==> src/rtl/puzzle_board.sv <==
// N x N sliding-puzzle board engine.
// One-hot direction commands move a tile into the empty cell.
module puzzle_board #(
  parameter int N  = 4,
  parameter int PW = $clog2(N*N),
  parameter int CW = 16
) (
  input  logic              clk,
  input  logic              reset,
  input  logic              init,
  input  logic [3:0]        dir,
  input  logic              dir_valid,
  output logic              dir_ready,
  output logic [N*N*PW-1:0] board,
  output logic [PW-1:0]     empty_pos,
  output logic [CW-1:0]     move_count,
  output logic              legal_pulse,
  output logic              illegal_pulse,
  output logic              solved
);

  localparam int NC = N*N;

  localparam logic [1:0] S_IDLE = 2'd0;
  localparam logic [1:0] S_EVAL = 2'd1;
  localparam logic [1:0] S_SWAP = 2'd2;

  logic [1:0]    state;
  logic [3:0]    dir_q;
  logic [PW-1:0] spos;
  logic [PW-1:0] s_next;
  logic [PW-1:0] e_row;
  logic [PW-1:0] e_col;
  logic [PW-1:0] mv_tile;
  logic          legal;
  logic          sol_now;
  logic [PW-1:0] tiles [NC];

  function automatic logic [PW-1:0] home(input int p);
    return (p == NC-1) ? '0 : PW'(p+1);
  endfunction

  assign dir_ready = (state == S_IDLE);
  assign e_row     = empty_pos / PW'(N);
  assign e_col     = empty_pos % PW'(N);

  for (genvar g = 0; g < NC; g++) begin : g_board
    assign board[g*PW +: PW] = tiles[g];
  end

  // direction names the tile that slides into the hole
  always_comb begin
    legal  = 1'b0;
    s_next = empty_pos;
    case (dir_q)
      4'b1000: begin
        legal  = (e_row < PW'(N-1));
        s_next = empty_pos + PW'(N);
      end
      4'b0100: begin
        legal  = (e_row > '0);
        s_next = empty_pos - PW'(N);
      end
      4'b0010: begin
        legal  = (e_col < PW'(N-1));
        s_next = empty_pos + PW'(1);
      end
      4'b0001: begin
        legal  = (e_col > '0);
        s_next = empty_pos - PW'(1);
      end
      default: begin
        legal  = 1'b0;
        s_next = empty_pos;
      end
    endcase
  end

  always_comb begin
    mv_tile = '0;
    sol_now = 1'b1;
    for (int p = 0; p < NC; p++) begin
      if (PW'(p) == spos)
        mv_tile = tiles[p];
      if (tiles[p] != home(p))
        sol_now = 1'b0;
    end
  end

  always_ff @(posedge clk or posedge reset) begin
    if (reset) begin
      state         <= S_IDLE;
      dir_q         <= '0;
      spos          <= '0;
      empty_pos     <= PW'(NC-1);
      move_count    <= '0;
      legal_pulse   <= 1'b0;
      illegal_pulse <= 1'b0;
      solved        <= 1'b1;
      for (int p = 0; p < NC; p++)
        tiles[p] <= home(p);
    end else if (init) begin
      state         <= S_IDLE;
      dir_q         <= '0;
      spos          <= '0;
      empty_pos     <= PW'(NC-1);
      move_count    <= '0;
      legal_pulse   <= 1'b0;
      illegal_pulse <= 1'b0;
      solved        <= 1'b1;
      for (int p = 0; p < NC; p++)
        tiles[p] <= home(p);
    end else begin
      legal_pulse   <= 1'b0;
      illegal_pulse <= 1'b0;
      solved        <= sol_now;
      case (state)
        S_IDLE: begin
          if (dir_valid) begin
            dir_q <= dir;
            state <= S_EVAL;
          end
        end
        S_EVAL: begin
          spos <= s_next;
          if (legal) begin
            state <= S_SWAP;
          end else begin
            state         <= S_IDLE;
            illegal_pulse <= 1'b1;
          end
        end
        S_SWAP: begin
          for (int p = 0; p < NC; p++) begin
            if (PW'(p) == empty_pos)
              tiles[p] <= mv_tile;
            else if (PW'(p) == spos)
              tiles[p] <= '0;
          end
          empty_pos <= spos;
          if (move_count != '1)
            move_count <= move_count + CW'(1);
          legal_pulse <= 1'b1;
          state       <= S_IDLE;
        end
        default: state <= S_IDLE;
      endcase
    end
  end

endmodule

==> config.mk <==
export PLATFORM = sky130hd
export DESIGN_NAME = puzzle_board
export DESIGN_NICKNAME = d
export VERILOG_FILES = /design/src/rtl/puzzle_board.sv
export SDC_FILE = /design/constraint.sdc
export NUM_CORES = 1
export LEC_CHECK = 0
export CORE_MARGIN = 2
export CORE_UTILIZATION = 39
export CTS_BUF_LIST = sky130_fd_sc_hd__clkbuf_8 sky130_fd_sc_hd__clkbuf_16
export CTS_CLUSTER_DIAMETER = 150
export DETAILED_ROUTE_END_ITERATION = 12
export PLACE_DENSITY_LB_ADDON = 0.12
export REMOVE_ABC_BUFFERS = 1
export SLEW_MARGIN = 5
export SYNTH_ARGS = -nofsm -noshare
export SYNTH_HDL_FRONTEND = slang
export SYNTH_SLANG_ARGS = --single-unit
==> constraint.sdc <==
create_clock -name clk -period 3.55 [get_ports clk]
set_clock_uncertainty 0.05 [all_clocks]
set_input_delay 0.5325 -clock clk [delete_from_list [all_inputs] [get_ports clk]]
set_output_delay 0.5325 -clock clk [all_outputs]
set_load 0.01 [all_outputs]
==> reports/metrics.csv, run 1 <==
stage,metric,value,unit
die,Initial Utilization,0.398,
die,# IOs,96,
sta,achievable frequency,335,MHz
run,Max-Cap Viols,0,
power_and_ir_drop,VDD IR max,0.210,mV
routing,DR vias/cell,6.27,
worst_setup_path,crit-path max FO,31,
die,row cnt,45,
synthesis,Synth Flop Type,dfrtp_1,
worst_setup_path,Crit Reg-Reg Startpoint,spos[1],
clock_network,CTS resizes,0,
grt,first-pass GRT wire length,33100,um
sta,"Worst Setup Slack, final",0.566,ns
synthesis,Cells after Synth,650,
sta,period utilization,0.841,
worst_setup_path,r2r endpoint,board[52],
clock_network,CTS Root Buffer Type,clkbuf_16,
worst_setup_path,Worst setup EP type,flip-flop,
sta,Worst Tran Pin Value,1.06,ns
clock_network,Setup Buffers After CTS,0,
worst_setup_path,Worst Setup SP,spos[1],
clock_network,Clock Sinks,97,
clock_network,Clock Latency Late Sink,0.36,ns
synthesis,Mean Syn Cell Area,9.32,um^2
worst_setup_path,CP startpoint kind,flip-flop,
sta,RSZ-0062 raised after global routing,no,
grt,vias in the first global route,5470,
synthesis,sequential area share after synthesis,0.408,
grt,largest net degree at the start of global routing,51,
synthesis,Synth Register Bits,97,
sta,Final Slew Violations,0,
routing,per-cell routed wire length,23.5,um
sta,Worst slew margin,0.292,
finish,"most common cell after layout, fill and taps aside",clkdlybuf4s50_1,
worst_setup_path,r2r setup slk,0.57,ns
clock_network,CTS buffer count,9,
finish,Layout area overhead,22.1,%
die,Die Width,129,um
sta,Setup TNS,0,ns
power_and_ir_drop,Leakage Power,2.81,nW
routing,vias,5752,
worst_setup_path,Worst Path Required,3.76,ns
min_path,HP Class,reg -> reg,
synthesis,Post-Syn Area,6060,um^2
synthesis,Netlist cell types,86,
power_and_ir_drop,"Power, Total",0.00253,W
clock_network,CTS tree,built,
routing,First-pass DRT Iterations,8,
routing,Antenna Nets Post-Route,0,
die,core box area,15200,um^2
power_and_ir_drop,pwr dens,343,nW/um^2
placed_design,RePlAce Congestion,0.938,
finish,fin nets,743,
worst_setup_path,critical path type,reg -> reg,
synthesis,fraction of registers with async set/reset,1.00,
worst_setup_path,Worst Reg-to-Reg Cells,6,
routing,DR iter-0 viols,641,
sta,worst hold slack,0.458,ns
grt,GR Overflow Total,0,
grt,gr usage total,0.264,
clock_network,H-tree Lvls,3,
finish,layout cells sized above 1,0.148,
clock_network,CTS Hold Bufs,0,
placed_design,I/O Buffers,95,
synthesis,Yosys warnings,0,
grt,initial antenna violation count,0,
finish,Post-Layout Cell Count,918,
placed_design,Placed Instances,902,
outcome,status,finished clean,
worst_setup_path,critical path arrival,3.19,ns
sta,Final Setup Violations,0,
worst_setup_path,Setup crit end,board[52],
placed_design,Post-Place Setup Slack,0.664,ns
finish,"commonest cells after routing, fill and taps aside","clkdlybuf4s50_1, nand2_1, dfrtp_1, a21oi_1, o21ai_0",
clock_network,CTS Buffer Depth,2,
routing,DRC violations left,0,
sta,final hold violations,0,
synthesis,"EDFF count, synth",0,
routing,DRT Wirelength,21600,um
die,die footprint,16500,um^2
sta,post-route minimum period,2.98,ns
finish,Antenna Cells,0,
clock_network,clock edge transition at the registers on the reported setup and hold paths,0.07,ns
placed_design,post-DP HPWL,15700,um
die,die height,129,um
[sequential cells by signal, indices dropped and copies added, names as in the netlist]
name and flops:
empty_pos 4, solved 1, move_count 16, spos 4, legal_pulse 1, dir_q 4
state 2, illegal_pulse 1, board 64
[power breakdown]
part / leakage, nW / switching, W / internal (W)
Sequential: 1.22 / 0.0000458 / 0.00113
Clock: 0.138 / 0.000455 / 0.000517
Combinational: 1.45 / 0.000243 / 0.000145
Total: 2.81 / 0.000744 / 0.00179
[kinds of logic (layout without fill, tap and decap cells)]
| group | Yosys count | after routing | share of synthesized area |
|---|---|---|---|
| AO/OA/AOI/OAI | 203 | 203 | 0.237 |
| XOR/XNOR | 13 | 13 | 0.0188 |
| adder cells (fa/ha/maj) | 10 | 10 | 0.0207 |
| buffers and inverters | 59 | 139 | 0.0519 |
| flip-flops | 97 | 97 | 0.408 |
| multiplexers | 26 | 26 | 0.0519 |
| AND/OR/NAND/NOR | 242 | 242 | 0.211 |
[critical path, stage by stage (launching register included)]
cell	delay, ns
dfrtp_1	0.78
buf_4	0.38
nor3_1	0.36
a22oi_1	0.12
a221o_1	0.35
a32o_1	0.49
o41ai_2	0.35
[final cells by class]
cell class	instances	area, um^2
multi-input combinational	494	3270
fill	1483	7810
inverter	13	51.3
timing repair buffer	110	1070
clock buffer	11	253
tap	188	235
sequential	97	2470
clock inverter	5	37.5
[layer usage]
layer | track usage | up-vias | wire length (um)
met4 | 0.0799 | 0 | 539
met2 | 0.420 | 282 | 10200
met5 | 0 | - | 0
li1 | - | 2568 | -
met1 | 0.374 | 2862 | 9310
met3 | 0.0424 | 40 | 1590
[Yosys cell counts (10+ instances only)]
master	count	area (um^2)
a21oi_1	49	245
dfstp_2	37	972
clkbuf_1	21	78.8
o31ai_1	22	165
and3_1	10	62.6
o21ai_1	16	80.1
mux2_2	10	113
dfrtp_1	60	1500
inv_1	12	45.0
nor2_1	33	124
o21ai_0	42	210
ha_1	10	125
nand2b_1	13	81.3
xnor2_1	10	87.6
nand3_1	30	150
nand2_1	77	289
mux2i_1	10	100
[worst min-delay path by stage]
stage | from | to | slack [ns] | depth (start not counted)
5_1_grt | board[56] | board[56] | 0.48 | 2
4_1_cts | board[56] | board[56] | 0.45 | 2
3_5_place_dp | board[56] | board[56] | 0.44 | 2
6_report | board[58] | board[58] | 0.46 | 2
2_1_floorplan | board[58] | board[58] | 0.43 | 2
3_3_place_gp | board[56] | board[56] | 0.44 | 2
[stage by stage]
| stage | instance area [um^2] | utilization |
|---|---|---|
| after floorplan | 5790 | - |
| after global placement | 7100 | 0.467 |
| after detailed placement | 7100 | 0.467 |
| after CTS | 7390 | 0.486 |
| after global routing | 7390 | 0.486 |
| final | 7390 | 0.486 |
No activity file was read; power rests on OpenSTA's default activity.
==> run 2: changes to the inputs <==
- clock period: 3.55 -> 2.9 ns (I/O delays scaled with it)
==> run 2 against run 1 <==
Global-route usage decreased by 0.21 points. Critical endpoint is now board[28]. Highest routed layer unchanged. Maximum frequency grew 13%. Die area unchanged. Largest power group unchanged. Sequential power up 22%.
==> reports/metrics.csv, run 2 (synthesis gave the netlist of run 1 again) <==
stage,metric,value,unit,change
worst_setup_path,r2r setup slk,0.26,ns,was 0.57 ns
routing,per-cell routed wire length,23.1,um,was 23.5 um
worst_setup_path,Crit Reg-Reg Startpoint,spos[2],,was spos[1]
worst_setup_path,CP peak stage delay,0.66,ns,was 0.78 ns
routing,vias,5681,,"was 5,752"
clock_network,CTS Buffer Depth,2,,unchanged
grt,GR Overflow Total,0,,unchanged
die,Initial Utilization,0.398,,unchanged
min_path,HP Class,in -> async,,was reg -> reg
grt,initial antenna violation count,0,,unchanged
worst_setup_path,Worst Path Required,3.05,ns,was 3.76 ns
die,# IOs,96,,unchanged
clock_network,CTS resizes,0,,unchanged
finish,"commonest cells after routing, fill and taps aside","clkdlybuf4s50_1, nand2_1, dfrtp_1, a21oi_1, o21ai_0",,unchanged
sta,post-route minimum period,2.64,ns,was 2.98 ns
worst_setup_path,CP startpoint kind,flip-flop,,unchanged
routing,DR iter-0 viols,483,,was 641
grt,gr usage total,0.262,,was 0.264
finish,layout cells sized above 1,0.148,,about the same
worst_setup_path,"delay-heaviest family, CP",compound AO/OA/AOI/OAI gates,,unchanged
worst_setup_path,Worst setup EP type,flip-flop,,unchanged
clock_network,CTS buffer count,9,,unchanged
finish,Layout area overhead,23.1,%,was 22.1%
finish,max reg flops,64,,unchanged
worst_setup_path,Worst Reg-to-Reg Cells,5,,was 6
die,die height,129,um,unchanged
placed_design,RePlAce Congestion,0.966,,was 0.938
worst_setup_path,critical path type,reg -> reg,,unchanged
grt,first-pass GRT wire length,32800,um,"was 33,100 um"
sta,period utilization,0.909,,was 0.841
clock_network,CTS Hold Bufs,0,,unchanged
outcome,status,finished clean,,unchanged
sta,worst hold slack,0.433,ns,was 0.458 ns
clock_network,CTS Root Buffer Type,clkbuf_16,,unchanged
worst_setup_path,WP buf/inv,0,,was 1
placed_design,post-DP HPWL,15700,um,about the same
clock_network,Setup Buffers After CTS,0,,unchanged
sta,Final Slew Violations,0,,unchanged
sta,achievable frequency,379,MHz,was 335 MHz
finish,"most common cell after layout, fill and taps aside",clkdlybuf4s50_1,,unchanged
sta,final hold violations,0,,unchanged
grt,vias in the first global route,5455,,"was 5,470"
clock_network,clock edge transition at the registers on the reported setup and hold paths,0.07,ns,about the same
worst_setup_path,crit-path cells,or3b_2 -> a21oi_1 -> a221o_1 -> a32o_1 -> o21ai_0,,was buf_4 -> nor3_1 -> a22oi_1 -> a221o_1 -> a32o_1 -> o41ai_2
finish,Fillers,1455,,"was 1,483"
sta,Worst Tran Pin Value,0.831,ns,was 1.06 ns
sta,Setup TNS,0,ns,unchanged
worst_setup_path,critical path arrival,2.78,ns,was 3.19 ns
routing,Antenna Nets Post-Route,0,,unchanged
power_and_ir_drop,pwr dens,433,nW/um^2,was 343 nW/um^2
clock_network,CTS tree,built,,unchanged
run,Max-Cap Viols,0,,unchanged
clock_network,H-tree Lvls,3,,unchanged
routing,DR vias/cell,6.18,,was 6.27
power_and_ir_drop,VDD IR max,0.273,mV,was 0.210 mV
power_and_ir_drop,Leakage Power,2.84,nW,was 2.81 nW
sta,Final Setup Violations,0,,unchanged
sta,RSZ-0062 raised after global routing,no,,unchanged
worst_setup_path,r2r endpoint,board[28],,was board[52]
clock_network,Clock Sinks,97,,unchanged
die,Die Width,129,um,unchanged
worst_setup_path,crit-path max FO,21,,was 31
routing,DRC violations left,0,,unchanged
die,die footprint,16500,um^2,unchanged
die,row cnt,45,,unchanged
sta,Worst slew margin,0.444,,was 0.292
worst_setup_path,"Max stage delay cell, worst path",a32o_1,,was dfrtp_1
grt,largest net degree at the start of global routing,57,,was 51
finish,Antenna Cells,0,,unchanged
die,core box area,15200,um^2,unchanged
routing,First-pass DRT Iterations,5,,was 8
placed_design,I/O Buffers,95,,unchanged
finish,fin nets,744,,was 743
routing,DRT Wirelength,21200,um,"was 21,600 um"
clock_network,Clock Latency Late Sink,0.35,ns,was 0.36 ns
run 2: through the flow:
stage,utilization,total power [W],cell area [um^2],std cells,worst slack [ns]
final,0.491,0.00323,7460,919,0.263
after global routing,0.491,0.00334,7460,919,0.0955
after CTS,0.491,0.00325,7460,919,0.288
after detailed placement,0.469,0.00193,7130,903,0.291
after global placement,0.469,0.00193,7130,903,0.355
after floorplan,-,0.00173,5790,604,-0.124
run 2: worst register-to-register path, delay by kind of cell, from the launching register on:
kind	cells	cell delay, ns
simple gates	1	0.57
compound gates	4	1.22
flops	1	0.65
run 2: final cells by class:
type / instances / area (um^2) / share of cell area
Clock inverter: 6 / 83.8 / 0.0112
Inverter: 13 / 51.3 / 0.00688
Sequential cell: 97 / 2470 / 0.332
Timing Repair Buffer: 111 / 1100 / 0.148
Clock buffer: 10 / 239 / 0.0320
Multi-Input combinational cell: 494 / 3270 / 0.439
Tap cell: 188 / 235 / 0.0315
run 2: power breakdown:
group	total [W]	switching, W	internal (W)	leakage (nW)
logic	0.000482	0.000302	0.000180	1.46
registers	0.00143	0.0000470	0.00138	1.22
clock network	0.00132	0.000541	0.000775	0.156
run 2: worst max path at each step:
stage | to | depth (start not counted) | startpoint
2_1_floorplan | move_count[6] | 4 | state[0]
3_3_place_gp | board[28] | 5 | spos[2]
3_5_place_dp | board[28] | 6 | spos[2]
4_1_cts | board[28] | 6 | spos[2]
5_1_grt | board[39] | 7 | spos[3]
6_report | board[28] | 5 | spos[2]
run 2: metal layers:
metal / part of all wire / vias up / global-route usage
met3: 0.069 / 27 / 0.0557
met1: 0.44 / 2822 / 0.364
met4: 0.020 / 0 / 0.0863
li1: - / 2583 / -
met5: 0 / - / 0
met2: 0.47 / 249 / 0.411
==> run 3: changes to the inputs <==
- ABC_AREA: not set -> 0
- CORE_MARGIN: 2 -> 4
- SKIP_LAST_GASP: not set -> 1
==> run 3 against run 2 <==
Maximum frequency down 0.75%. Sequential power barely moved. Critical path depth increased by 1. Clock-buffer cell count fell by 1. Core utilization is 0.16 points lower. Power fell by 4.5%. Worst setup slack got worse by 0.020 ns. Register-to-register slack got worse by 0.02 ns. Final cell count grew 0.54%. Design area decreased by 0.32%. Largest cell class unchanged. Largest power group unchanged.
==> reports/metrics.csv, run 3 (synthesis gave the netlist of run 1 again) <==
stage,metric,value,unit,change
die,Die Width,133,um,was 129 um
worst_setup_path,"Max stage delay cell, worst path",dfrtp_1,,was a32o_1
worst_setup_path,crit-path max FO,25,,was 21
grt,gr usage total,0.246,,was 0.262
clock_network,Clock Latency Late Sink,0.36,ns,was 0.35 ns
routing,Antenna Nets Post-Route,0,,unchanged
clock_network,CTS tree,built,,unchanged
worst_setup_path,critical path arrival,2.86,ns,was 2.78 ns
worst_setup_path,r2r endpoint,board[11],,was board[28]
die,die height,133,um,was 129 um
clock_network,Setup Buffers After CTS,0,,unchanged
worst_setup_path,CP startpoint kind,flip-flop,,unchanged
die,Initial Utilization,0.398,,unchanged
finish,layout cells sized above 1,0.154,,was 0.148
die,core box area,15200,um^2,unchanged
sta,final hold violations,0,,unchanged
sta,achievable frequency,376,MHz,was 379 MHz
clock_network,CTS Hold Bufs,0,,unchanged
finish,max reg flops,64,,unchanged
sta,RSZ-0062 raised after global routing,no,,unchanged
clock_network,CTS buffer count,9,,unchanged
placed_design,I/O Buffers,95,,unchanged
clock_network,Clock Sinks,97,,unchanged
sta,Final Slew Violations,0,,unchanged
worst_setup_path,crit-path cells,buf_4 -> nand2_1 -> o32ai_1 -> or3_1 -> o211ai_2 -> o31ai_1,,was or3b_2 -> a21oi_1 -> a221o_1 -> a32o_1 -> o21ai_0
clock_network,CTS Buffer Depth,2,,unchanged
sta,post-route minimum period,2.66,ns,was 2.64 ns
worst_setup_path,Worst setup EP type,flip-flop,,unchanged
finish,fin nets,749,,was 744
finish,Antenna Cells,0,,unchanged
power_and_ir_drop,pwr dens,415,nW/um^2,was 433 nW/um^2
worst_setup_path,WP buf/inv,1,,was 0
placed_design,post-DP HPWL,15800,um,"was 15,700 um"
clock_network,clock edge transition at the registers on the reported setup and hold paths,0.08,ns,was 0.07 ns
finish,Post-Layout Cell Count,924,,was 919
sta,Worst slew margin,0.409,,was 0.444
outcome,status,finished clean,,unchanged
grt,vias in the first global route,5660,,"was 5,455"
clock_network,CTS Root Buffer Type,clkbuf_16,,unchanged
worst_setup_path,Worst Reg-to-Reg Cells,6,,was 5
worst_setup_path,Crit Reg-Reg Startpoint,spos[0],,was spos[2]
run,Max-Cap Viols,0,,unchanged
grt,first-pass GRT wire length,33800,um,"was 32,800 um"
finish,Layout area overhead,22.7,%,was 23.1%
routing,DR iter-0 viols,489,,was 483
routing,vias,5688,,"was 5,681"
routing,DR vias/cell,6.16,,was 6.18
worst_setup_path,Worst Path Required,3.11,ns,was 3.05 ns
clock_network,H-tree Lvls,3,,unchanged
sta,Worst Tran Pin Value,0.884,ns,was 0.831 ns
sta,Final Setup Violations,0,,unchanged
min_path,HP Class,in -> async,,unchanged
die,die footprint,17600,um^2,"was 16,500 um^2"
finish,Fillers,1465,,"was 1,455"
routing,First-pass DRT Iterations,7,,was 5
routing,DRT Wirelength,21700,um,"was 21,200 um"
power_and_ir_drop,VDD IR max,0.312,mV,was 0.273 mV
finish,"most common cell after layout, fill and taps aside",clkdlybuf4s50_1,,unchanged
sta,period utilization,0.916,,was 0.909
finish,"commonest cells after routing, fill and taps aside","clkdlybuf4s50_1, nand2_1, dfrtp_1, a21oi_1, o21ai_0",,unchanged
power_and_ir_drop,Leakage Power,2.84,nW,about the same
placed_design,RePlAce Congestion,0.976,,was 0.966
grt,GR Overflow Total,0,,unchanged
routing,per-cell routed wire length,23.4,um,was 23.1 um
worst_setup_path,critical path type,reg -> reg,,unchanged
die,# IOs,96,,unchanged
placed_design,Placed Instances,908,,was 903
grt,initial antenna violation count,0,,unchanged
worst_setup_path,"delay-heaviest family, CP",compound AO/OA/AOI/OAI gates,,unchanged
routing,DRC violations left,0,,unchanged
grt,largest net degree at the start of global routing,86,,was 57
clock_network,CTS resizes,0,,unchanged
worst_setup_path,r2r setup slk,0.24,ns,was 0.26 ns
die,row cnt,45,,unchanged
worst_setup_path,CP peak stage delay,0.57,ns,was 0.66 ns
finish,Layout Utilization,0.489,,was 0.491
## run 3: changes by cell type in the layout (fill, tap and decap cells not counted), sizes merged
cell / delta
bufinv: -2
clkinv: +2
buf: +5
clkinvlp: +1
clkbuf: -1
## run 3: worst max path at each step
stage | to | from | depth (start not counted)
detailed placement | board[11] | spos[0] | 6
CTS | board[39] | spos[0] | 6
floorplan | move_count[6] | state[0] | 4
global route | board[19] | spos[0] | 6
global placement | board[7] | spos[1] | 6
finish | board[11] | spos[0] | 6
## run 3: cell type report
cell class	count	area (um^2)	share of cell area
multi-input combinational	494	3270	0.440
tap	188	235	0.0316
timing repair buffer	116	1130	0.152
sequential	97	2470	0.333
clock inverter	7	48.8	0.00656
inverter	13	51.3	0.00690
clock buffer	9	225	0.0303
## run 3: where the power goes
group          leakage (nW)  total [W]  switching [W]  internal, W
clock network         0.129    0.00114       0.000563     0.000581
logic                  1.49   0.000514       0.000319     0.000195
registers              1.22    0.00142      0.0000434      0.00138
total                  2.84    0.00308       0.000925      0.00216
## run 3: metal layers
layer / wire, um / global-route usage / vias to the layer above
li1: - / - / 2595
met1: 9420 / 0.336 / 2749
met2: 9830 / 0.385 / 289
met3: 1690 / 0.0563 / 55
met4: 714 / 0.0883 / 0
met5: 0 / 0 / -
## run 3: stage by stage
stage                     setup TNS [ns]  cell area [um^2]  hold slack [ns]  worst slack [ns]  power [W]
after floorplan                    -4.31              5790            0.427            -0.124    0.00173
after global placement                 0              7160            0.440             0.428    0.00195
after detailed placement               0              7160            0.440             0.305    0.00195
after CTS                              0              7430            0.294             0.294    0.00310
after global routing                   0              7430            0.298            0.0834    0.00320
final                                  0              7430            0.284             0.243    0.00308
